--- config.mk ---
export PLATFORM = sky130hd
export DESIGN_NAME = pow2_antilog_pipe
export DESIGN_NICKNAME = d
export VERILOG_FILES = /design/src/rtl/pow2_antilog_pipe.sv
export SDC_FILE = /design/constraint.sdc
export NUM_CORES = 1
export LEC_CHECK = 0
export ABC_AREA = 1
export CORE_MARGIN = 2
export CORE_UTILIZATION = 58
export DETAILED_ROUTE_END_ITERATION = 8
export PLACE_DENSITY = 0.93
export SETUP_SLACK_MARGIN = 0.05
export SLEW_MARGIN = 20
export SYNTH_ARGS = -nofsm -noshare
export SYNTH_HDL_FRONTEND = slang
export SYNTH_SLANG_ARGS = --single-unit
--- constraint.sdc ---
create_clock -name clk -period 4.8 [get_ports clk]
set_input_delay 0.96 -clock clk [delete_from_list [all_inputs] [get_ports clk]]
set_output_delay 0.96 -clock clk [all_outputs]
set_load 0.02 [all_outputs]
--- src/rtl/pow2_antilog_pipe.sv ---
// Pipelined Mitchell antilog (2^x): signed Q log2 value in, unsigned Q magnitude out, 2 register stages.
// Define POW2_CORR_EN to apply the Mitchell mantissa correction in stage 1.
module pow2_antilog_pipe #(
    parameter int unsigned Bf              = 8,
    parameter int unsigned FIX_POINT_WIDTH = 16
) (
    input  logic                       clk,
    input  logic                       rst_n,
    input  logic                       in_valid,
    output logic                       in_ready,
    input  logic [FIX_POINT_WIDTH-1:0] in_data,
    output logic                       out_valid,
    input  logic                       out_ready,
    output logic [FIX_POINT_WIDTH-1:0] out_data,
    output logic                       out_sat
);
    localparam int unsigned W    = FIX_POINT_WIDTH;
    localparam int unsigned KW   = W - Bf;
    localparam int unsigned MW   = Bf + 1;
    localparam int unsigned SW   = W + 1;
    localparam int unsigned KMAX = W - Bf - 1;
    localparam logic [MW-1:0] ONE = MW'(1) << Bf;

    typedef struct packed {
        logic [KW-1:0] k;
        logic [MW-1:0] m;
    } s1_t;

    typedef struct packed {
        logic          sat;
        logic [W-1:0]  data;
    } s2_t;

    logic          s1_valid;
    logic          s2_valid;
    s1_t           s1_q;
    s1_t           s1_d;
    s2_t           s2_q;
    s2_t           s2_d;
    logic          s2_load_c;
    logic          in_fire_c;
    logic [Bf-1:0] frac_c;
    logic [MW-1:0] mant_c;
    logic [KW:0]   k_mag_c;
    logic [SW-1:0] shifted_c;

    // Both stages advance whenever the output register is free or draining.
    assign s2_load_c = !s2_valid || out_ready;
    assign in_ready  = !s1_valid || s2_load_c;
    assign in_fire_c = in_valid && in_ready;

    assign frac_c = in_data[Bf-1:0];

`ifdef POW2_CORR_EN
    localparam int unsigned PW = 2 * Bf + 1;
    logic [PW-1:0] prod_c;
    logic [MW-1:0] corr_c;

    // Mitchell error term f*(1-f)/4, at full product width before scaling down.
    assign prod_c = PW'(frac_c) * PW'(ONE - MW'(frac_c));
    assign corr_c = MW'(prod_c >> (Bf + 2));
    assign mant_c = ONE + MW'(frac_c) - corr_c;
`else
    assign mant_c = ONE + MW'(frac_c);
`endif

    assign s1_d = {in_data[W-1:Bf], mant_c};

    // Barrel shift of the mantissa by the signed exponent, with a guard bit above the result.
    always_comb begin
        k_mag_c   = '0;
        shifted_c = '0;
        s2_d      = '0;
        if (!s1_q.k[KW-1]) begin
            k_mag_c   = {1'b0, s1_q.k};
            shifted_c = SW'(s1_q.m) << k_mag_c;
            if ((k_mag_c > (KW+1)'(KMAX)) || shifted_c[W]) begin
                s2_d.sat  = 1'b1;
                s2_d.data = '1;
            end else begin
                s2_d.data = shifted_c[W-1:0];
            end
        end else begin
            k_mag_c   = (KW+1)'(0) - {s1_q.k[KW-1], s1_q.k};
            shifted_c = SW'(s1_q.m) >> k_mag_c;
            s2_d.data = shifted_c[W-1:0];
        end
    end

    // Stage 1: exponent and mantissa split.
    always_ff @(posedge clk or negedge rst_n) begin
        if (!rst_n) begin
            s1_valid <= 1'b0;
            s1_q     <= '0;
        end else if (in_ready) begin
            s1_valid <= in_valid;
            if (in_fire_c) begin
                s1_q <= s1_d;
            end
        end
    end

    // Stage 2: shifted result, held while the consumer stalls.
    always_ff @(posedge clk or negedge rst_n) begin
        if (!rst_n) begin
            s2_valid <= 1'b0;
            s2_q     <= '0;
        end else if (s2_load_c) begin
            s2_valid <= s1_valid;
            if (s1_valid) begin
                s2_q <= s2_d;
            end
        end
    end

    assign out_valid = s2_valid;
    assign out_data  = s2_q.data;
    assign out_sat   = s2_q.sat;

endmodule
==> results of run 1 <==
==> metrics by stage <==
stage,power (W),worst slack [ps],cells,hold WS (ps)
2_1_floorplan,0.0007695,2627,332,500.9
3_3_place_gp,0.0009421,1433,407,479.7
3_5_place_dp,0.0009588,1237,407,478.0
4_1_cts,0.001191,1512,414,494.8
5_1_grt,0.001271,1186,414,539.7
6_report,0.001194,1505,414,486.4
==> synthesized netlist by cell type (all sizes together) <==
cell	count
o21bai	1
ha	1
o31ai	2
o21ai	30
xnor2	1
mux2	6
dfrtp	36
nor2	33
xor2	1
a21oi	33
o2111ai	1
nand4	6
nor3	1
a211oi	1
nand3	35
buf	7
nor4	1
clkbuf	7
clkinv	2
inv	24
o211ai	4
nand2	99
==> flip-flops by register name, indices dropped and copies added, names as in the netlist <==
signal     flops
s1_q          17
out_data      16
out_sat        1
out_valid      1
s1_valid       1
==> cell families (layout without fill, tap and decap cells) <==
family / Yosys count / in the layout / share of synthesized area
XOR/XNOR: 2 / 2 / 0.007335
buffers and inverters: 40 / 72 / 0.07072
adder cells (fa/ha/maj): 1 / 1 / 0.005238
AND/OR/NAND/NOR: 175 / 175 / 0.3468
flip-flops: 36 / 36 / 0.3772
AO/OA/AOI/OAI: 72 / 72 / 0.1645
multiplexers: 6 / 6 / 0.02829
==> tightest hold or removal path: cells and delay by family, from the launching register on <==
family | cells | cell delay (ps)
flops | 1 | 350
compound gates | 1 | 60
simple gates | 1 | 50
==> area by class of cell <==
type	count	area [sq um]
fillers	349	1105
flip-flops and latches	36	900.9
inverters	26	100.1
multi-input cells	256	1319
clock buffers	7	96.34
repair buffers	39	387.9
well taps	50	62.56
==> routing by layer <==
layer | track usage | vias up | routed length [um]
met5 | 0 | - | 0
met4 | 0.07500 | 0 | 130
met3 | 0.05263 | 18 | 457
met2 | 0.4745 | 114 | 2913
met1 | 0.3948 | 1073 | 2587
li1 | - | 1168 | -
==> where the power goes <==
part           switching, W  total, W  internal [W]
Clock              0.000108  0.000236      0.000128
Combinational      0.000311  0.000517      0.000207
Sequential        0.0000654  0.000440      0.000375
==> worst paths after layout <==
check	startpoint	endpoint	slack [ps]	cells after the start
setup / recovery	out_ready	out_data[3]$_DFFE_PN0P_	1500	10
hold / removal	out_sat$_DFFE_PN0P_	out_sat$_DFFE_PN0P_	490	2
setup reg to reg	out_valid$_DFFE_PN0P_	out_data[3]$_DFFE_PN0P_	2280	8
hold reg to reg	out_sat$_DFFE_PN0P_	out_sat$_DFFE_PN0P_	490	2
max in group asynchronous	rst_n	s1_q[8]$_DFFE_PN0P_	3370	2
min in group asynchronous	rst_n	s1_q[16]$_DFFE_PN0P_	1100	2
==> impl_metrics.json, run 1 <==
{
  "crit_family": "simple AND/OR/NAND/NOR gates",
  "syn_avg_cell_area_sq_um": 7.194,
  "vias": 2373,
  "final-hold-violation-count": 0,
  "finalSetupTns_ps": 0,
  "path_buf_inv": 3,
  "drv_slew": 0,
  "row_count": 23,
  "critPathMaxFanout": 20,
  "final_nets": 385,
  "track_usage": 0.2897,
  "finalCritPeriodShare": 0.6865,
  "cap_viol_max_count": 0,
  "synth_area_sq_mm": 0.002389,
  "setup_violations": 0,
  "place.port_buffers": 38,
  "syn2layout_area_growth_pct": 20.01,
  "drive_above_1_share": 0.1126,
  "wl_per_cell_um": 14.71,
  "max_stage_delay_ps": 580,
  "netlist.area_leader.share": 0.3772,
  "die_area_sq_mm": 0.004647,
  "drt_iter0_markers": 277,
  "endpoint_kind": "flip-flop",
  "grt_pass1_wl_um": 10140,
  "yosysTopAreaCell": "dfrtp_1",
  "synth_nets": 353,
  "slowest_stage": "nor2_1",
  "clock_latency_ps": 290,
  "ios": 39,
  "wirelength_um": 6089,
  "diodes": 0,
  "critPathKind": "input pin to flip-flop",
  "post-route-util": 0.7218,
  "dpl.hpwl_um": 4646,
  "detail-route-antenna-nets": 0,
  "powerDensity_mw_per_mm2": 416.4,
  "dr.pass1.iters": 5,
  "grt_max_degree": 37,
  "relSlewSlack": 0.4353,
  "ys_ff_latch": 36,
  "layout_common_cells": "nand2_1 (92), clkdlybuf4s50_1 (38), dfrtp_1 (36), nand3_1 (34), a21oi_1 (33)",
  "synth_warnings": 0,
  "ir_worst_vdd_mv": 0.2340,
  "clkSinkCount": 36,
  "viasPerCell": 5.732,
  "p_leak_nw": 1.268,
  "post-cts-setup-buffers": 0,
  "antenna_found_initial": 0,
  "clk_pin_slew_ps": 70,
  "fp.dieW_um": 68.17,
  "cts_buffers": 5,
  "cts_buffer_depth": 2,
  "arrival_ps": 3500,
  "path_cells": "clkdlybuf4s50_1 > inv_1 > nand2_1 > nand2_1 > nor2_1 > inv_1 > nor2_1 > a21oi_1 > nand2_1 > o21bai_1",
  "final_common_cell": "nand2_1",
  "ctsHtreeMaxLevel": 2,
  "synth_cell_types": 33,
  "core_area_sq_mm": 0.003971,
  "cts_resized": 0,
  "fin_skew_ps": 11.25,
  "placed_cell_area_sq_mm": 0.002770,
  "synthCells": 332,
  "drc": 0,
  "hp-class": "flip-flop to flip-flop",
  "synthTopCellsByArea": "dfrtp_1 (38%), nand2_1 (14%), nand3_1 (7.1%)",
  "dieHeight_um": 68.17,
  "synth_seq_area_share": 0.3772,
  "grt_pass1_vias": 2181,
  "cts_tree": "done",
  "start_util": 0.6014,
  "postLayoutCellArea_sq_mm": 0.002867,
  "status": "complete, no violations",
  "grt_setup_unrepaired": "false",
  "cp-start-kind": "input pin",
  "root_buffer": "clkbuf_8",
  "overflow": 0,
  "max_freq_mhz": 303.5,
  "period_needed_ps": 3295,
  "crit_top_cell": "nand2_1",
  "globalplace.congestion": 0.9502,
  "tightestPinTransition_ps": 845.0,
  "required_ps": 5010,
  "hold_buffers": 0
}
Note: power is estimated with default switching activity, not from simulation.
==> inputs of run 2 (changes only) <==
--- a/config.mk
+++ b/config.mk
@@ -7,9 +7,9 @@
 export LEC_CHECK = 0
 export ABC_AREA = 1
 export CORE_MARGIN = 2
-export CORE_UTILIZATION = 58
+export CORE_UTILIZATION = 48
 export DETAILED_ROUTE_END_ITERATION = 8
-export PLACE_DENSITY = 0.93
+export PLACE_DENSITY = 0.83
 export SETUP_SLACK_MARGIN = 0.05
 export SLEW_MARGIN = 20
 export SYNTH_ARGS = -nofsm -noshare
==> constraint.sdc (replaced) <==
create_clock -name clk -period 2.7 [get_ports clk]
set_input_delay 0.54 -clock clk [delete_from_list [all_inputs] [get_ports clk]]
set_output_delay 0.54 -clock clk [all_outputs]
set_load 0.02 [all_outputs]
==> impl_metrics.json, run 2 (synthesis results as in run 1) <==
{
  "status": "complete, no violations",
  "cts_buffers": 5,
  "dpl.hpwl_um": 4545,
  "cp-start-kind": "input pin",
  "core_area_sq_mm": 0.004755,
  "layout_common_cells": "nand2_1 (92), clkdlybuf4s50_1 (38), dfrtp_1 (36), nand3_1 (34), a21oi_1 (33)",
  "multi_input_area_sq_mm": 0.001319,
  "relSlewSlack": 0.6499,
  "vias": 2392,
  "final-hold-violation-count": 0,
  "track_usage": 0.2376,
  "clkSinkCount": 36,
  "row_count": 25,
  "antenna_found_initial": 0,
  "largest_register": "s1_q",
  "period_needed_ps": 2294,
  "detail-route-antenna-nets": 0,
  "critPathMaxFanout": 3,
  "critPathKind": "input pin to output port",
  "start_util": 0.5024,
  "regArea_sq_um": 900.9,
  "globalplace.congestion": 0.9239,
  "tightestPinTransition_ps": 525.1,
  "cts_tree": "done",
  "nFillCells": 456,
  "grt_max_degree": 37,
  "finalSetupTns_ps": 0,
  "wirelength_um": 5917,
  "final_common_cell": "nand2_1",
  "drv_slew": 0,
  "viasPerCell": 5.449,
  "diodes": 0,
  "endpoint_kind": "output port",
  "fp.dieW_um": 74.54,
  "drc": 0,
  "ios": 39,
  "cts_buffer_depth": 2,
  "total_power_w": 0.002080,
  "syn2layout_area_growth_pct": 22.63,
  "final_nets": 393,
  "ctsHtreeMaxLevel": 2,
  "p_leak_nw": 1.298,
  "arrival_ps": 1750,
  "max_freq_mhz": 435.9,
  "powerDensity_mw_per_mm2": 710.2,
  "drive_above_1_share": 0.1290,
  "dr.pass1.iters": 6,
  "cap_viol_max_count": 0,
  "ir_worst_vdd_mv": 0.3375,
  "hold_buffers": 0,
  "setup_violations": 0,
  "overflow": 0,
  "place.port_buffers": 38,
  "drt_iter0_markers": 212,
  "hp-class": "flip-flop to flip-flop",
  "clk_pin_slew_ps": 60,
  "post-cts-setup-buffers": 0,
  "grt_setup_unrepaired": "false",
  "grt_pass1_wl_um": 10100,
  "wl_per_cell_um": 13.48,
  "required_ps": 2160,
  "grt_pass1_vias": 2127,
  "largest_register_ffs": 17,
  "clock_latency_ps": 290,
  "die_area_sq_mm": 0.005556,
  "root_buffer": "clkbuf_8",
  "cts_resized": 0,
  "dieHeight_um": 74.54,
  "fin_skew_ps": 6.004,
  "finalCritPeriodShare": 0.8497
}
run 2: changes by cell type in the layout (fill, tap and decap cells not counted):
| cell | change |
|---|---|
| clkbuf_8 | -2 |
| clkbuf_1 | +1 |
| clkinv_2 | +1 |
| buf_4 | +8 |
run 2: final cells by class:
cell class	count	share of cell area
Timing Repair Buffer	47	0.1529
Multi-Input combinational cell	256	0.4502
Clock inverter	1	0.001709
Clock buffer	6	0.02478
Inverter	26	0.03417
Sequential cell	36	0.3076
Tap cell	67	0.02862
run 2: routing by layer:
layer  share of wire  global-route usage  wire, um  vias to the layer above
li1                -                   -         -                     1185
met1            0.45              0.3135      2652                     1113
met2            0.49              0.4051      2898                       88
met3           0.053             0.04743       316                        6
met4          0.0085             0.05159        50                        0
met5               0                   0         0                        -
run 2: power breakdown:
part | total, W | switching, W | internal, W
logic | 0.000943 | 0.000554 | 0.000389
clock network | 0.000360 | 0.000185 | 0.000175
registers | 0.000777 | 0.000110 | 0.000666
run 2: per-stage QoR:
step	cells	area [sq um]	hold WS, ps	setup WS [ps]	utilization
2_1_floorplan	332	2389	244.4	671.5	-
3_3_place_gp	432	2851	472.9	402.0	0.5997
3_5_place_dp	432	2851	483.6	405.1	0.5997
4_1_cts	439	2929	498.4	391.5	0.6161
5_1_grt	439	2929	525.8	299.3	0.6161
6_report	439	2929	493.6	405.7	0.6161
run 2: final timing paths:
check / slack [ps] / end / start / cells after the start
hold reg to reg: 490 / out_data[10]$_DFFE_PN0P_ / out_data[10]$_DFFE_PN0P_ / 2
setup reg to reg: 530 / out_data[3]$_DFFE_PN0P_ / s1_q[9]$_DFFE_PN0P_ / 7
min in group asynchronous: 660 / out_valid$_DFFE_PN0P_ / rst_n / 2
hold / removal: 490 / out_data[10]$_DFFE_PN0P_ / out_data[10]$_DFFE_PN0P_ / 2
setup / recovery: 410 / in_ready / out_ready / 4
max in group asynchronous: 1720 / out_data[1]$_DFFE_PN0P_ / rst_n / 2
run 2: critical path: stages:
cell	delay [ps]
clkdlybuf4s50_1	450
inv_1	50
nand3_1	100
clkdlybuf4s50_1	620
==> inputs of run 3 (changes only) <==
==> constraint.sdc (replaced) <==
create_clock -name clk -period 1.99 [get_ports clk]
set_input_delay 0.398 -clock clk [delete_from_list [all_inputs] [get_ports clk]]
set_output_delay 0.398 -clock clk [all_outputs]
set_load 0.02 [all_outputs]
==> impl_metrics.json, run 3 (synthesis results as in run 1) <==
{
  "fp.dieW_um": 74.54,
  "grt_pass1_vias": 2317,
  "largest_register": "s1_q",
  "wl_per_cell_um": 13.48,
  "status": "complete, no violations",
  "detail-route-antenna-nets": 0,
  "critPathKind": "flip-flop to flip-flop",
  "drive_above_1_share": 0.1675,
  "root_buffer": "clkbuf_8",
  "critPathMaxFanout": 7,
  "final_common_cell": "nand2_1",
  "diodes": 0,
  "start_util": 0.5024,
  "track_usage": 0.2424,
  "antenna_found_initial": 0,
  "syn2layout_area_growth_pct": 27.66,
  "p_leak_nw": 1.343,
  "p_clk_frac": 0.189,
  "die_area_sq_mm": 0.005556,
  "cts_buffers": 5,
  "clk_pin_slew_ps": 70,
  "fin_skew_ps": 3.437,
  "finalCritPeriodShare": 0.9104,
  "drc": 0,
  "overflow": 0,
  "internal-power_w": 0.001750,
  "required_ps": 2180,
  "final_nets": 402,
  "grt_pass1_wl_um": 10420,
  "core_area_sq_mm": 0.004755,
  "layout_setup_ws_ps": 178.4,
  "grt_setup_unrepaired": "true",
  "wirelength_um": 6054,
  "vias": 2477,
  "cp-start-kind": "flip-flop",
  "ios": 39,
  "place_ws_ps": -11.71,
  "grt_max_degree": 37,
  "ctsHtreeMaxLevel": 2,
  "p_sw_frac": 0.4043,
  "row_count": 25,
  "drt_iter0_markers": 228,
  "post-route-util": 0.6413,
  "arrival_ps": 2000,
  "seqPwrFrac": 0.354,
  "dr.pass1.iters": 5,
  "setup_violations": 0,
  "endpoint_kind": "flip-flop",
  "clock_latency_ps": 300,
  "drv_slew": 0,
  "max_freq_mhz": 552.0,
  "period_needed_ps": 1812,
  "hp-class": "flip-flop to flip-flop",
  "cap_viol_max_count": 0,
  "nFillCells": 435,
  "cts_buffer_depth": 2,
  "dpl.hpwl_um": 4692,
  "tightestPinTransition_ps": 443.0,
  "globalplace.congestion": 0.9058,
  "pwr-share-comb": 0.457,
  "finalSetupTns_ps": 0,
  "switching_power_w": 0.001188,
  "placed_cell_area_sq_mm": 0.002919,
  "finalHoldWorstSlack_ps": 490.0,
  "layout_common_cells": "nand2_1 (92), clkdlybuf4s50_1 (37), nand3_1 (34), dfrtp_1 (34), a21oi_1 (32)",
  "largest_register_ffs": 17,
  "ir_worst_vdd_mv": 0.5526,
  "final-hold-violation-count": 0,
  "clkSinkCount": 36,
  "dieHeight_um": 74.54,
  "postLayoutCellArea_sq_mm": 0.003049,
  "powerDensity_mw_per_mm2": 963.3,
  "place.port_buffers": 38,
  "viasPerCell": 5.517,
  "relSlewSlack": 0.7047,
  "cts_tree": "done"
}
==> run 3: changes by cell type in the layout (fill, tap and decap cells not counted), moves of 2 or more <==
| cell | delta |
|---|---|
| dfrtp_2 | +2 |
| nor2_4 | +3 |
| buf_4 | +8 |
| nor2_1 | -2 |
| dfrtp_1 | -2 |
==> run 3: area by class of cell <==
| type | count | area, sq um | area share |
|---|---|---|---|
| inverter | 26 | 100.1 | 0.03283 |
| timing repair buffer | 56 | 518.0 | 0.1699 |
| clock buffer | 7 | 86.33 | 0.02831 |
| multi-input combinational | 256 | 1350 | 0.4428 |
| tap | 67 | 83.83 | 0.02749 |
| sequential | 36 | 903.4 | 0.2963 |
| clock inverter | 1 | 7.507 | 0.002462 |
==> run 3: critical path, stage by stage, from the launching register on <==
cell,delay [ps]
dfrtp_2,490
nor2_4,190
nand2_2,90
o21ai_1,240
nand2_4,120
nand2_4,120
inv_4,50
nand2_2,60
nand2_1,70
nand3_1,90
nand2_1,60
nand2_1,70
nand2_1,50
==> run 3: power groups by stage <==
stage	Sequential, W	Clock (W)	Combinational [W]
floorplan	0.00118	0	0.000686
global placement	0.00104	0	0.00129
detailed placement	0.00105	0	0.00131
CTS	0.00104	0.000565	0.00132
global route	0.00106	0.000594	0.00149
finish	0.00104	0.000556	0.00134
==> run 3: worst paths after layout <==
check / from / to / slack [ps] / cells past startpoint
worst min-delay path: out_sat$_DFFE_PN0P_ / out_sat$_DFFE_PN0P_ / 490 / 2
min in group asynchronous: rst_n / out_valid$_DFFE_PN0P_ / 510 / 2
max in group asynchronous: rst_n / s1_q[12]$_DFFE_PN0P_ / 1150 / 2
worst max-delay path: s1_q[11]$_DFFE_PN0P_ / out_data[1]$_DFFE_PN0P_ / 180 / 12
worst max register to register: s1_q[11]$_DFFE_PN0P_ / out_data[1]$_DFFE_PN0P_ / 180 / 12
worst min register to register: out_sat$_DFFE_PN0P_ / out_sat$_DFFE_PN0P_ / 490 / 2
==> run 3: through the flow <==
| step | power, W | std cells |
|---|---|---|
| 3_3_place_gp | 0.002331 | 440 |
| 5_1_grt | 0.003143 | 449 |
| 2_1_floorplan | 0.001862 | 332 |
| 4_1_cts | 0.002918 | 448 |
| 6_report | 0.002937 | 449 |
| 3_5_place_dp | 0.002365 | 440 |
==> run 3: timing repair <==
item	CTS	global route
buffers inserted	0	1
endpoints found under the setup margin	1	13
hold buffers	0	0
resized for setup	1	10
pin swaps	0	0
==> run 3: metal layers <==
layer,up-vias,global-route usage,share of wire
met5,-,0,0
met4,0,0.09921,0.019
met3,12,0.04878,0.054
met2,89,0.3963,0.49
met1,1169,0.3139,0.43
li1,1207,-,-
